--- src/rtl/mem_pkg.sv ---
// ---------------------------------------------------------------------------
// mem_pkg
// Shared constants and types for the MEM-stage store buffer.
//   ADDR_W    : memory index width compared and stored by the buffer
//   DATA_W    : data word width
//   SB_DEPTH  : default number of buffered stores
//   sb_entry_t: one buffered store {addr, data}
// ---------------------------------------------------------------------------
package mem_pkg;

  localparam int ADDR_W   = 4;
  localparam int DATA_W   = 32;
  localparam int SB_DEPTH = 4;

  typedef struct packed {
    logic [ADDR_W-1:0] addr;
    logic [DATA_W-1:0] data;
  } sb_entry_t;

endpackage

--- src/rtl/sb_match.sv ---
// ---------------------------------------------------------------------------
// sb_match
// Combinational youngest-match search over the store buffer entries.
//   entry_addr/entry_data : raw entry storage, indexed by slot
//   entry_valid           : per-slot valid mask
//   tail                  : next write slot (youngest entry is tail-1)
//   lookup_addr           : address being searched
//   hit / hit_data        : any valid match, and the data of the youngest one
// ---------------------------------------------------------------------------
module sb_match #(
  parameter int DEPTH  = 4,
  parameter int ADDR_W = 4,
  parameter int DATA_W = 32,
  parameter int PTR_W  = $clog2(DEPTH)
) (
  input  logic [DEPTH-1:0][ADDR_W-1:0] entry_addr,
  input  logic [DEPTH-1:0][DATA_W-1:0] entry_data,
  input  logic [DEPTH-1:0]             entry_valid,
  input  logic [PTR_W-1:0]             tail,
  input  logic [ADDR_W-1:0]            lookup_addr,
  output logic                         hit,
  output logic [DATA_W-1:0]            hit_data
);

  logic [PTR_W-1:0] idx;

  // Walk from oldest (tail-DEPTH) to youngest (tail-1); the last match
  // written wins, so the youngest store supplies the data.
  always_comb begin
    hit      = 1'b0;
    hit_data = '0;
    idx      = '0;
    for (int k = DEPTH - 1; k >= 0; k--) begin
      idx = tail - PTR_W'(k + 1);
      if (entry_valid[idx] && (entry_addr[idx] == lookup_addr)) begin
        hit      = 1'b1;
        hit_data = entry_data[idx];
      end
    end
  end

endmodule

--- src/rtl/store_buffer.sv ---
// ---------------------------------------------------------------------------
// store_buffer
// Write-posting buffer between the EX/MEM register and the single-port data
// memory. Stores are queued and drained whenever the port is free; loads have
// priority on the port; loads hitting a queued store are forwarded.
// Optional feature macro: STORE_BUF_FWD_EN (store-to-load forwarding). When
// undefined, a hitting load stalls until the matching stores have drained.
// Ports:
//   clk, rst             : clock, asynchronous active-high reset
//   Mem_Write_M/Read_M   : M-stage store / load request
//   ALU_result_M         : address (low ADDR_W bits used)
//   Write_Data_M         : store data
//   Stall_M              : request not accepted this cycle
//   Drain_Req            : empty the buffer, blocking new requests
//   Dmem_Busy            : NoC interface owns the memory port
//   Buf_Empty            : no pending stores
//   Dmem_Write/Read/Addr/Wdata/Rdata : data memory port
//   Load_Data            : load result, one cycle after accepted load
// ---------------------------------------------------------------------------
module store_buffer #(
  parameter int DEPTH  = mem_pkg::SB_DEPTH,
  parameter int ADDR_W = mem_pkg::ADDR_W,
  parameter int DATA_W = mem_pkg::DATA_W
) (
  input  logic              clk,
  input  logic              rst,
  input  logic              Mem_Write_M,
  input  logic              Mem_Read_M,
  input  logic [31:0]       ALU_result_M,
  input  logic [DATA_W-1:0] Write_Data_M,
  output logic              Stall_M,
  input  logic              Drain_Req,
  input  logic              Dmem_Busy,
  output logic              Buf_Empty,
  output logic              Dmem_Write,
  output logic              Dmem_Read,
  output logic [31:0]       Dmem_Addr,
  output logic [DATA_W-1:0] Dmem_Wdata,
  input  logic [DATA_W-1:0] Dmem_Rdata,
  output logic [DATA_W-1:0] Load_Data
);

  localparam int PTR_W = $clog2(DEPTH);
  localparam int CNT_W = PTR_W + 1;

  logic [DEPTH-1:0][ADDR_W-1:0] entry_addr_q;
  logic [DEPTH-1:0][DATA_W-1:0] entry_data_q;
  logic [DEPTH-1:0]             entry_valid;

  logic [PTR_W-1:0] head_q, head_d;
  logic [PTR_W-1:0] tail_q, tail_d;
  logic [CNT_W-1:0] count_q, count_d;
  logic             rd_q, rd_d;

  logic [ADDR_W-1:0] lookup_addr;
  logic              match_hit;
  logic [DATA_W-1:0] match_data;
  logic              is_store, is_load;
  logic              load_fwd, load_miss_go;
  logic              push, pop;

  logic unused_addr_hi;
  assign unused_addr_hi = ^ALU_result_M[31:ADDR_W];

  assign lookup_addr = ALU_result_M[ADDR_W-1:0];

  // A slot is valid when its distance from head is below the occupancy.
  for (genvar gi = 0; gi < DEPTH; gi++) begin : g_valid
    logic [PTR_W-1:0] offset;
    assign offset          = PTR_W'(gi) - head_q;
    assign entry_valid[gi] = {1'b0, offset} < count_q;
  end

  sb_match #(
    .DEPTH (DEPTH),
    .ADDR_W(ADDR_W),
    .DATA_W(DATA_W),
    .PTR_W (PTR_W)
  ) u_match (
    .entry_addr (entry_addr_q),
    .entry_data (entry_data_q),
    .entry_valid(entry_valid),
    .tail       (tail_q),
    .lookup_addr(lookup_addr),
    .hit        (match_hit),
    .hit_data   (match_data)
  );

`ifdef STORE_BUF_FWD_EN
  logic              hit_q, hit_d;
  logic [DATA_W-1:0] fwd_q, fwd_d;
`else
  logic unused_fwd;
  assign unused_fwd = ^match_data;
`endif

  always_comb begin
    // Simultaneous read+write is a store only.
    is_store     = Mem_Write_M;
    is_load      = Mem_Read_M & ~Mem_Write_M;
    load_miss_go = is_load & ~match_hit & ~Drain_Req & ~Dmem_Busy;
`ifdef STORE_BUF_FWD_EN
    load_fwd     = is_load & match_hit & ~Drain_Req;
`else
    load_fwd     = 1'b0;
`endif
    // Loads own the port first; a pop only uses an otherwise idle port.
    pop          = ~Dmem_Busy & ~load_miss_go & (count_q != '0);
    push         = is_store & ~Drain_Req & ((count_q != CNT_W'(DEPTH)) | pop);

    Stall_M      = (is_store & ~push) | (is_load & ~(load_fwd | load_miss_go));
    Dmem_Read    = load_miss_go;
    Dmem_Write   = pop;
    Dmem_Addr    = '0;
    Dmem_Wdata   = '0;
    if (load_miss_go) begin
      Dmem_Addr = 32'(lookup_addr);
    end else if (pop) begin
      Dmem_Addr  = 32'(entry_addr_q[head_q]);
      Dmem_Wdata = entry_data_q[head_q];
    end
    Buf_Empty    = (count_q == '0);

    head_d  = pop  ? head_q + 1'b1 : head_q;
    tail_d  = push ? tail_q + 1'b1 : tail_q;
    count_d = count_q + CNT_W'(push) - CNT_W'(pop);
    rd_d    = load_miss_go;
`ifdef STORE_BUF_FWD_EN
    hit_d     = load_fwd;
    fwd_d     = load_fwd ? match_data : '0;
    Load_Data = hit_q ? fwd_q : (rd_q ? Dmem_Rdata : '0);
`else
    Load_Data = rd_q ? Dmem_Rdata : '0;
`endif
  end

  always_ff @(posedge clk or posedge rst) begin
    if (rst) begin
      head_q  <= '0;
      tail_q  <= '0;
      count_q <= '0;
      rd_q    <= 1'b0;
`ifdef STORE_BUF_FWD_EN
      hit_q   <= 1'b0;
      fwd_q   <= '0;
`endif
    end else begin
      head_q  <= head_d;
      tail_q  <= tail_d;
      count_q <= count_d;
      rd_q    <= rd_d;
`ifdef STORE_BUF_FWD_EN
      hit_q   <= hit_d;
      fwd_q   <= fwd_d;
`endif
    end
  end

  // Entry payload needs no reset: validity comes from head/count only.
  always_ff @(posedge clk) begin
    if (push) begin
      entry_addr_q[tail_q] <= lookup_addr;
      entry_data_q[tail_q] <= Write_Data_M;
    end
  end

endmodule
--- config.mk ---
export PLATFORM = sky130hd
export DESIGN_NAME = store_buffer
export DESIGN_NICKNAME = d
export VERILOG_FILES = /design/src/rtl/mem_pkg.sv /design/src/rtl/sb_match.sv /design/src/rtl/store_buffer.sv
export SDC_FILE = /design/constraint.sdc
export NUM_CORES = 1
export LEC_CHECK = 0
export BUFFER_PORTS_ARGS = -buffer_cell sky130_fd_sc_hd__buf_2
export CAP_MARGIN = 20
export CORE_ASPECT_RATIO = 1.1
export CORE_UTILIZATION = 50
export DETAILED_ROUTE_END_ITERATION = 8
export PLACE_DENSITY_LB_ADDON = 0.05
export SYNTH_ARGS = -nofsm -noshare
export SYNTH_HDL_FRONTEND = slang
export SYNTH_SLANG_ARGS = --single-unit
--- constraint.sdc ---
create_clock -name clk -period 5.41 [get_ports clk]
set_input_delay 0.541 -clock clk [delete_from_list [all_inputs] [get_ports clk]]
set_output_delay 0.541 -clock clk [all_outputs]
set_load 0.1 [all_outputs]
==> key figures, run 1 <==
Critical path
  • Worst Path Max Fanout: 20
  • Crit path launch type: flip-flop
  • CP endpoint kind: output pin
  • Critical path startpoint: tail_q[0]
  • RR Startpoint: tail_q[0]
  • FF-to-FF path depth: 14
  • FF-to-FF setup slack: 1240 ps
  • R2R Path End: count_q[2]
  • CP required: between 4000 and 5000 ps
  • Crit Path Class: reg -> out
  • Worst EP arrival: ~4300 ps

Yosys
  • Most frequent cell after synthesis: edfxtp_1
  • Ys flop type: edfxtp_1
  • Netlist cell types: 47
  • Synthesized cell area: 0.007343 mm²
  • Yosys warns: 0
  • Synth top area share: 58.89%
  • Commonest cells in the netlist: 144 x edfxtp_1, 43 x mux4_2, 36 x and2_1
  • Synth Instances: 430
  • Ranking of synthesized cells by area: edfxtp_1 59%, mux4_2 13%, nor2b_2 3.1%, and2_1 3.1%, buf_4 3.0%
  • Area leader, netlist: edfxtp_1
  • Syn Area/Cell: 17.08 µm²
  • Post-synthesis sequential area ratio: 61.61%
  • Post-synth EDFFs: 144
  • FFs w/ async S/R, synth: approximately 5.3%
  • Seq cells post-synth: around 150

Pwr
  • Share of power burned in registers: between 20% and 30%
  • Switching part of the total power: approximately 44%
  • Total power: 5121 µW
  • Clock Power Share: between 20% and 30%
  • Peak supply drop: ~370 µV
  • NetSw: ~2200 µW
  • Comb power frac: 49.4%
  • Pwr Density: slightly below 600 mW/mm²
  • Cell Int Power: around 2900 µW
  • P_leak: around 0.0034 µW

STA
  • Clock skew: ~4.4 ps
  • Final Hold Vio Count: 0
  • Least-Margin Pin Slew: 1035 ps
  • Worst rel slew slack: 31.02%
  • Setup tns final: 0 ps
  • Fin crit share: around 90%
  • Fmax: between 0.2 and 0.25 GHz
  • Worst hold slack: just over 80 ps
  • Fin crit period: 4851 ps
  • Max-slew violations: 0
  • Final setup fails: 0
  • RSZ-0062 raised after global routing: no

Detailed routing
  • Drt wl/cell: between 15 and 20 µm
  • Final wirelength: 14,230 µm
  • Total number of vias: a little over 4k
  • Final ANT Viol Nets: 0
  • Initial DRC count: 158
  • DRC: 0
  • Vias per Instance: 5.219
  • Max Used Layer: met4
  • Met2 WL: roughly 7500 µm
  • Pre-Repair DR Iteration Count: 4
  • WL met3: between 800 and 900 µm
  • Routed length on met1: 5448 µm

CTS
  • Clk_lat worst skew: 410 ps
  • Max Buffers Root-to-Sink: 2
  • CTS root buf: clkbuf_16
  • CTS tree: built
  • Post-CTS Setup Inserts: 0
  • Clk slew on worst S/H paths: around 60 ps
  • Post-cts repair resize count: 0
  • Total clock buffers created by CTS: 17
  • Clock sink total: ~150
  • Htree depth: 4
  • Hold Buf Count CTS: 0

Finish
  • Fill count: about 1.1k
  • Layout area overhead: 17.84%
  • Layout cell share with drive strength beyond 1: between 40 and 50%
  • Layout Cells excl Fill: between 700 and 800
  • Nets: slightly below 700
  • # diodes: 0

Floorplanning
  • Die Y: approximately 130 µm
  • DIE AREA: between 0.015 and 0.02 mm²
  • Num rows: between 40 and 50
  • Starting Density: between 50% and 60%
  • DIE WIDTH: around 120 µm
  • Core Region: 0.01439 mm²
  • # IOs: 202

Placement
  • Routability cong.: roughly 0.77
  • IO buf count: 145
  • Dpl cells: between 700 and 800
  • HPWL Detailed: slightly above 9000 µm

GRT
  • Initial antenna violation count: 0
  • Pin count of the biggest net entering global routing: 38
  • First-pass GRT wire length: ~22,000 µm
  • Vias in the first global route: approximately 4.0k
  • Total Routing Usage GR: a little under 20%
  • Total gr overflow: 0

Worst hold path
  • HP Class: in -> async

Run status
  • Status: finished clean

Run
  • Max_cap viols: 0
[cell type report]
| cell class | instances | area (µm²) | area share [%] |
|---|---|---|---|
| Clock buffer | 18 | 429.2 | 4.960 |
| Tap cell | 192 | 240.2 | 2.776 |
| Multi-Input combinational cell | 241 | 2516 | 29.08 |
| Inverter | 9 | 33.78 | 0.3904 |
| Clock inverter | 14 | 108.9 | 1.258 |
| Sequential cell | 152 | 4527 | 52.31 |
| Timing Repair Buffer | 151 | 798.3 | 9.225 |
[worst max-delay path, cell delays in order (launching register included)]
cell and delay, ps:
dfrtp_1 350, inv_1 120, ha_1 510, buf_4 210, mux4_2 510, xor2_1 150
or4_4 480, o211ai_2 370, o21ai_4 290, buf_12 270, and2b_1 200, buf_2 420
[flip-flops by register name, summed over array words and instances (netlist names)]
register and flops:
entry_data_q 128, entry_addr_q 16, count_q 3, head_q 2, tail_q 2, rd_q 1
[how the worst max path moves through the flow]
stage	endpoint	slack, ps	cells past startpoint
3_3_place_gp	Dmem_Wdata[2]	1020	11
2_1_floorplan	Dmem_Read	490	13
4_1_cts	Dmem_Wdata[1]	510	11
5_1_grt	Dmem_Wdata[1]	370	11
3_5_place_dp	Dmem_Wdata[1]	970	11
6_report	Dmem_Wdata[1]	560	11
[per-layer routing]
layer  vias up  track usage, %
met2       145           34.42
li1       1885               -
met3        28           5.634
met1      1997           21.25
met4         0           10.33
met5         -               0
[stage by stage]
stage,area (µm²),utilization [%],setup WS (ps)
5_1_grt,8653,60.14,368.2
4_1_cts,8653,60.14,506.0
3_3_place_gp,8115,56.40,1019
3_5_place_dp,8115,56.40,967.6
2_1_floorplan,7445,-,488.6
6_report,8653,60.14,559.3
[cells by family (layout without fill, tap and decap cells)]
| group | count (synthesis) | after routing | share of synthesized area (%) |
|---|---|---|---|
| flip-flops | 152 | 152 | 61.61 |
| buffers and inverters | 64 | 192 | 5.572 |
| AO/OA/AOI/OAI | 27 | 27 | 2.829 |
| multiplexers | 57 | 57 | 16.43 |
| XOR/XNOR | 22 | 22 | 2.726 |
| other | 1 | 28 | 0.05107 |
| adder cells (fa/ha/maj) | 10 | 10 | 1.806 |
| AND/OR/NAND/NOR | 97 | 97 | 8.979 |
[cell usage in the layout, fill, tap and decap left out, drive strengths merged, types with 2 or more instances in the layout]
cell type  instances
o211ai             2
ha                 9
edfxtp           144
clkinv             9
nor2               9
o21ai              5
nand2              4
or4                2
nor4b              4
xnor2              9
mux2i              8
xor2              13
dfrtp              8
and2              36
clkbuf            18
o21a               2
nor3               5
inv               10
conb              28
a2111oi            2
clkinvlp           3
and2b              6
mux4              49
nor2b             28
buf              151
a31o               4
a21oi              6
[power groups by stage]
stage | clock network [µW] | registers [µW] | logic (µW)
global route | 1130 | 1540 | 2680
detailed placement | 0 | 1550 | 2560
global placement | 0 | 1540 | 2550
floorplan | 0 | 1500 | 2230
finish | 1070 | 1530 | 2530
CTS | 1090 | 1530 | 2570
Power figures use the tool's default switching activity.
==> inputs of run 2 (changes only) <==
--- a/config.mk
+++ b/config.mk
@@ -10,7 +10,7 @@
 export CORE_ASPECT_RATIO = 1.1
 export CORE_UTILIZATION = 50
 export DETAILED_ROUTE_END_ITERATION = 8
-export PLACE_DENSITY_LB_ADDON = 0.05
+export PLACE_DENSITY = 0.81
 export SYNTH_ARGS = -nofsm -noshare
 export SYNTH_HDL_FRONTEND = slang
 export SYNTH_SLANG_ARGS = --single-unit
==> run 2 against run 1 <==
  * Final area up 1.6%
  * Via count increased by 2.4%
  * Die area unchanged
  * Wire length is 0.55% higher
  * Sequential share of layout area decreased by 0.81 points
  * Clock-buffer cell count unchanged
  * Final cell count down 0.13%
  * Combinational power barely moved
  * Register-to-register slack worse by 220 ps
  * Critical path type unchanged
  * Critical endpoint is now Dmem_Wdata[9]
  * Largest power group unchanged
==> key figures, run 2 (synthesis results as in run 1) <==
Run status
  • Status: finished clean

Pwr
  • Peak supply drop: 341.8 µV (-8.6%)
  • Clock Power Share: 22.4% (+1.6 points)
  • Share of power burned in registers: 29.8% (about the same)
  • NetSw: 2316 µW (+3.0%)
  • Cell Int Power: 2989 µW (+4.0%)
  • Switching part of the total power: 43.66% (-0.24 points)
  • P_leak: 0.003404 µW (+1.5%)
  • Comb power frac: 47.8% (-1.6 points)
  • Total power: 5305 µW (+3.6%)
  • Pwr Density: 603.5 mW/mm² (+2.0%)

Finish
  • Fill count: 1,047 (-4.8%)
  • Max FFs per register: 128 (unchanged)
  • Nets: 683 (-0.15%)
  • Layout cell share with drive strength beyond 1: 45.03% (+0.59 points)
  • Most common cell after layout, fill and taps aside: edfxtp_1
  • Biggest regs: entry_data_q x128, entry_addr_q x16, count_q x3
  • Layout area overhead: 19.70%
  • Largest reg by FF count: entry_data_q
  • Most frequent cells in the layout: 144 x edfxtp_1, 139 x buf_2, 43 x mux4_2
  • # diodes: 0 (unchanged)

CTS
  • Max Buffers Root-to-Sink: 2 (unchanged)
  • Total clock buffers created by CTS: 17 (unchanged)
  • Hold Buf Count CTS: 0 (unchanged)
  • Htree depth: 4 (unchanged)
  • Clk_lat worst skew: 410 ps (about the same)
  • Post-CTS Setup Inserts: 0 (unchanged)
  • Clk slew on worst S/H paths: 70 ps (about the same)
  • Post-cts repair resize count: 0 (unchanged)
  • CTS root buf: clkbuf_16
  • CTS tree: built
  • Clock sink total: 152 (unchanged)

Floorplanning
  • # IOs: 202 (unchanged)
  • Core Region: 0.01439 mm² (unchanged)
  • Die Y: 129.1 µm (unchanged)
  • Starting Density: 51.03% (unchanged)
  • DIE WIDTH: 117.6 µm (unchanged)
  • Num rows: 46 (unchanged)
  • DIE AREA: 0.01518 mm² (unchanged)

Detailed routing
  • Drt wl/cell: 18.43 µm (+0.68%)
  • Vias per Instance: 5.351 (+2.5%)
  • Total number of vias: 4,152 (+2.4%)
  • Final ANT Viol Nets: 0 (unchanged)
  • Initial DRC count: 185 (+17%)
  • DRC: 0 (unchanged)
  • Pre-Repair DR Iteration Count: 4 (unchanged)
  • Final wirelength: 14,300 µm (+0.55%)

STA
  • RSZ-0062 raised after global routing: no
  • Least-Margin Pin Slew: 1032 ps (-3.222 ps)
  • Fin crit share: 92.74% (+3.1 points)
  • Max-slew violations: 0 (unchanged)
  • Worst rel slew slack: 31.23% (+0.21 points)
  • Setup tns final: 0 ps (unchanged)
  • Clock skew: 14.57 ps (+10.17 ps)
  • Fmax: 0.1993 GHz (-3.3%)
  • Worst hold slack: 71.02 ps (-11.69 ps)
  • Fin crit period: 5017 ps (+166.5 ps)
  • Final Hold Vio Count: 0 (unchanged)
  • Final setup fails: 0 (unchanged)

Critical path
  • Crit path max-delay family: buffers and inverters
  • CP endpoint kind: output pin
  • Crit Path Class: reg -> out
  • FF-to-FF setup slack: 1020 ps (-220 ps)
  • Worst EP arrival: 4480 ps (+170 ps)
  • Largest stage delay on the critical path: 650 ps (+140 ps)
  • CP required: 4870 ps (about the same)
  • CP Cell Sequence: inv_1, ha_1, mux4_1, xor2_1, or4_4, o211ai_2, o21ai_4, buf_12, nor2b_2, buf_2
  • Crit-path slowest cell: dfrtp_1
  • Worst Path Max Fanout: 22 (+10%)
  • CP bufs+invs: 3 (-1)
  • Crit path launch type: flip-flop

GRT
  • Pin count of the biggest net entering global routing: 37 (-2.6%)
  • Initial antenna violation count: 0 (unchanged)
  • Total Routing Usage GR: 19.43% (+0.047 points)
  • First-pass GRT wire length: 21,820 µm (+0.89%)
  • Vias in the first global route: 4,191 (+3.9%)
  • Total gr overflow: 0 (unchanged)

Placement
  • IO buf count: 145 (unchanged)
  • Routability cong.: 0.7901 (+3.0%)
  • HPWL Detailed: 9449 µm (+3.8%)

Worst hold path
  • HP Class: in -> async

Run
  • Max_cap viols: 0 (unchanged)
-- run 2: per-layer routing --
metal  up-vias  global-route usage [%]  routed length [µm]
li1       1873                       -                   -
met1      2073                   19.47                5077
met2       188                   35.54                7718
met3        18                   6.646                1032
met4         0                   11.01                 473
met5         -                       0                   0
-- run 2: power by group through the flow --
stage | registers, µW | clock network [µW] | logic (µW)
after floorplan | 1500 | 0 | 2230
after global placement | 1600 | 0 | 2510
after detailed placement | 1610 | 0 | 2540
after CTS | 1590 | 1210 | 2560
after global routing | 1610 | 1250 | 2670
final | 1580 | 1190 | 2530
-- run 2: final timing paths --
| path | start | to | depth (start not counted) |
|---|---|---|---|
| worst min-delay path | rst | count_q[1] | 2 |
| worst min register to register | count_q[0] | count_q[0] | 1 |
| max in group asynchronous | rst | head_q[1] | 2 |
| min in group clk | Write_Data_M[9] | entry_data_q[105] | 1 |
| worst max register to register | tail_q[1] | count_q[2] | 13 |
| worst max-delay path | tail_q[1] | Dmem_Wdata[9] | 10 |
-- run 2: through the flow --
step	instances	setup slack, ps	utilization, %	area, µm²
after floorplan	457	488.6	-	7445
after global placement	744	890.6	56.87	8183
after detailed placement	744	827.0	56.87	8183
after CTS	776	353.8	61.09	8790
after global routing	776	153.5	61.09	8790
final	776	392.8	61.09	8790
-- run 2: cell type report --
| class | instances | area [µm²] | area share, % |
|---|---|---|---|
| multi-input cells | 241 | 2516 | 28.63 |
| clock inverters | 14 | 177.7 | 2.021 |
| inverters | 9 | 33.78 | 0.3843 |
| clock buffers | 18 | 429.2 | 4.883 |
| well taps | 192 | 240.2 | 2.733 |
| repair buffers | 150 | 865.8 | 9.851 |
| flip-flops and latches | 152 | 4527 | 51.50 |
==> inputs of run 3 (changes only) <==
--- a/config.mk
+++ b/config.mk
@@ -8,8 +8,10 @@
 export BUFFER_PORTS_ARGS = -buffer_cell sky130_fd_sc_hd__buf_2
 export CAP_MARGIN = 20
 export CORE_ASPECT_RATIO = 1.1
+export CORE_MARGIN = 2
 export CORE_UTILIZATION = 50
 export DETAILED_ROUTE_END_ITERATION = 8
+export GPL_TIMING_DRIVEN = 1
 export PLACE_DENSITY = 0.81
 export SYNTH_ARGS = -nofsm -noshare
 export SYNTH_HDL_FRONTEND = slang
==> run 3 against run 2 <==
  * Wire length increased by 3.1%
  * Non-clock buffer count increased by 1
  * Maximum frequency down 0.73%
  * Core utilization down 0.20 points
  * Sequential power down 3%
  * Critical path depth unchanged
  * Worst hold slack gained 2.9 ps
  * Setup slack got worse by 37 ps
  * Clock power down 6%
  * Sequential share of layout area increased by 0.17 points
  * Register-to-register slack lost 50 ps
  * Largest cell class unchanged
  * Largest power group unchanged
==> key figures, run 3 (synthesis results as in run 1) <==
CTS
  • Clk slew on worst S/H paths: 60 ps (about the same)
  • CTS tree: built
  • Htree depth: 4 (unchanged)
  • CTS root buf: clkbuf_16
  • Clock sink total: 152 (unchanged)
  • Post-CTS Setup Inserts: 0 (unchanged)
  • Post-cts repair resize count: 0 (unchanged)
  • Max Buffers Root-to-Sink: 2 (unchanged)
  • Total clock buffers created by CTS: 17 (unchanged)
  • Hold Buf Count CTS: 0 (unchanged)
  • Clk_lat worst skew: 410 ps (about the same)

Floorplanning
  • DIE WIDTH: 119.6 µm (+1.7%)
  • Die Y: 131.1 µm (+1.5%)
  • DIE AREA: 0.01567 mm² (+3.3%)
  • # IOs: 202 (unchanged)
  • Core Region: 0.01439 mm² (unchanged)
  • Starting Density: 51.03% (unchanged)
  • Num rows: 46 (unchanged)

Critical path
  • CP endpoint kind: output pin
  • Worst EP arrival: 4510 ps (+30 ps)
  • FF-to-FF setup slack: 970 ps (-50 ps)
  • Crit Path Class: reg -> out
  • Crit path launch type: flip-flop
  • Worst Path Max Fanout: 22 (unchanged)
  • CP required: 4870 ps (about the same)

Detailed routing
  • Final ANT Viol Nets: 0 (unchanged)
  • Vias per Instance: 5.362 (+0.21%)
  • Pre-Repair DR Iteration Count: 4 (unchanged)
  • DRC: 0 (unchanged)
  • Drt wl/cell: 18.98 µm (+3.0%)
  • Final wirelength: 14,750 µm (+3.1%)
  • Initial DRC count: 200 (+8.1%)
  • Total number of vias: 4,166 (+0.34%)

GRT
  • Vias in the first global route: 4,315 (+3.0%)
  • First-pass GRT wire length: 22,610 µm (+3.6%)
  • Total Routing Usage GR: 19.26% (-0.17 points)
  • Pin count of the biggest net entering global routing: 37 (unchanged)
  • Initial antenna violation count: 0 (unchanged)
  • Total gr overflow: 0 (unchanged)

Finish
  • Max FFs per register: 128 (unchanged)
  • Most common cell after layout, fill and taps aside: edfxtp_1
  • Fin area: 0.008761 mm² (-0.33%)
  • Final core occ: 60.89% (-0.20 points)
  • Nets: 684 (+0.15%)
  • Layout cell share with drive strength beyond 1: 45.13% (+0.094 points)
  • Largest reg by FF count: entry_data_q
  • Layout area overhead: 19.30%
  • Biggest regs: entry_data_q x128, entry_addr_q x16, count_q x3
  • Most frequent cells in the layout: 144 x edfxtp_1, 139 x buf_2, 43 x mux4_2
  • # diodes: 0 (unchanged)

Run status
  • Status: finished clean

STA
  • Least-Margin Pin Slew: 1026 ps (-5.756 ps)
  • Setup tns final: 0 ps (unchanged)
  • Fin crit share: 93.43% (+0.69 points)
  • Fin crit period: 5054 ps (+37.12 ps)
  • Fmax: 0.1979 GHz (-0.73%)
  • Worst rel slew slack: 31.61% (+0.38 points)
  • RSZ-0062 raised after global routing: no
  • Max-slew violations: 0 (unchanged)
  • Final Hold Vio Count: 0 (unchanged)
  • Clock skew: 13.46 ps (-1.108 ps)
  • Final setup fails: 0 (unchanged)

Pwr
  • Pwr Density: 598.6 mW/mm² (-0.82%)
  • Peak supply drop: 424.4 µV (+24%)
  • P_leak: 0.003383 µW (-0.63%)

Placement
  • Cell Area, Placed: 0.008190 mm² (about the same)
  • HPWL Detailed: 9789 µm (+3.6%)
  • IO buf count: 145 (unchanged)
  • Routability cong.: 0.7792 (-1.4%)

Run
  • Max_cap viols: 0 (unchanged)

Worst hold path
  • HP Class: in -> async
==> run 3: cell count changes in the layout (fill, tap and decap cells not counted), sizes merged <==
| cell | previous run | this run |
|---|---|---|
| clkinv | 1 | 4 |
| clkinvlp | 2 | 5 |
| buf | 150 | 151 |
| inv | 18 | 14 |
| bufinv | 2 | 1 |
| clkbuf | 18 | 17 |
==> run 3: cell type report <==
type	instances	area [µm²]
fill	1005	5628
sequential	152	4527
multi-input combinational	241	2516
timing repair buffer	151	873.3
clock buffer	17	425.4
tap	192	240.2
clock inverter	15	145.1
inverter	9	33.78
==> run 3: worst paths after layout <==
check | to | from | cells after the start
min in group clk | entry_data_q[39] | Write_Data_M[7] | 1
max in group asynchronous | head_q[0] | rst | 2
hold reg to reg | count_q[2] | count_q[2] | 1
hold / removal | rd_q | rst | 2
setup / recovery | Dmem_Wdata[7] | tail_q[1] | 10
setup reg to reg | count_q[2] | tail_q[1] | 13
==> run 3: per-layer routing <==
metal  vias up  track usage, %  share of wire, %
met4         0           6.863               2.0
met1      2078           20.86                37
li1       1890               -                 -
met3        15           5.946               7.5
met2       183           35.21                54
met5         -               0                 0
==> run 3: power breakdown <==
group          switching, µW  leakage [µW]  internal, µW  total, µW
Combinational           1730       0.00172           853       2580
Clock                    479      0.000265           643       1120
Sequential              98.7       0.00140          1440       1540
==> run 3: critical path, cell delays in order, from the launching register on <==
cell and delay, ps:
dfrtp_1 670, inv_1 200, ha_1 450, mux4_1 590, xor2_1 150, or4_4 520, o211ai_2 380, o21ai_4 270
buf_12 270, nor2b_2 140, buf_2 440
==> run 3: stage by stage <==
stage | instances | total power [µW] | setup slack, ps | hold WS [ps]
CTS | 777 | 5282 | 351.0 | 69.94
finish | 777 | 5244 | 355.7 | 73.94
floorplan | 457 | 3734 | 488.6 | 356.7
global route | 777 | 5455 | 183.1 | 97.20
global placement | 745 | 4113 | 857.2 | 517.2
detailed placement | 745 | 4161 | 804.7 | 510.9
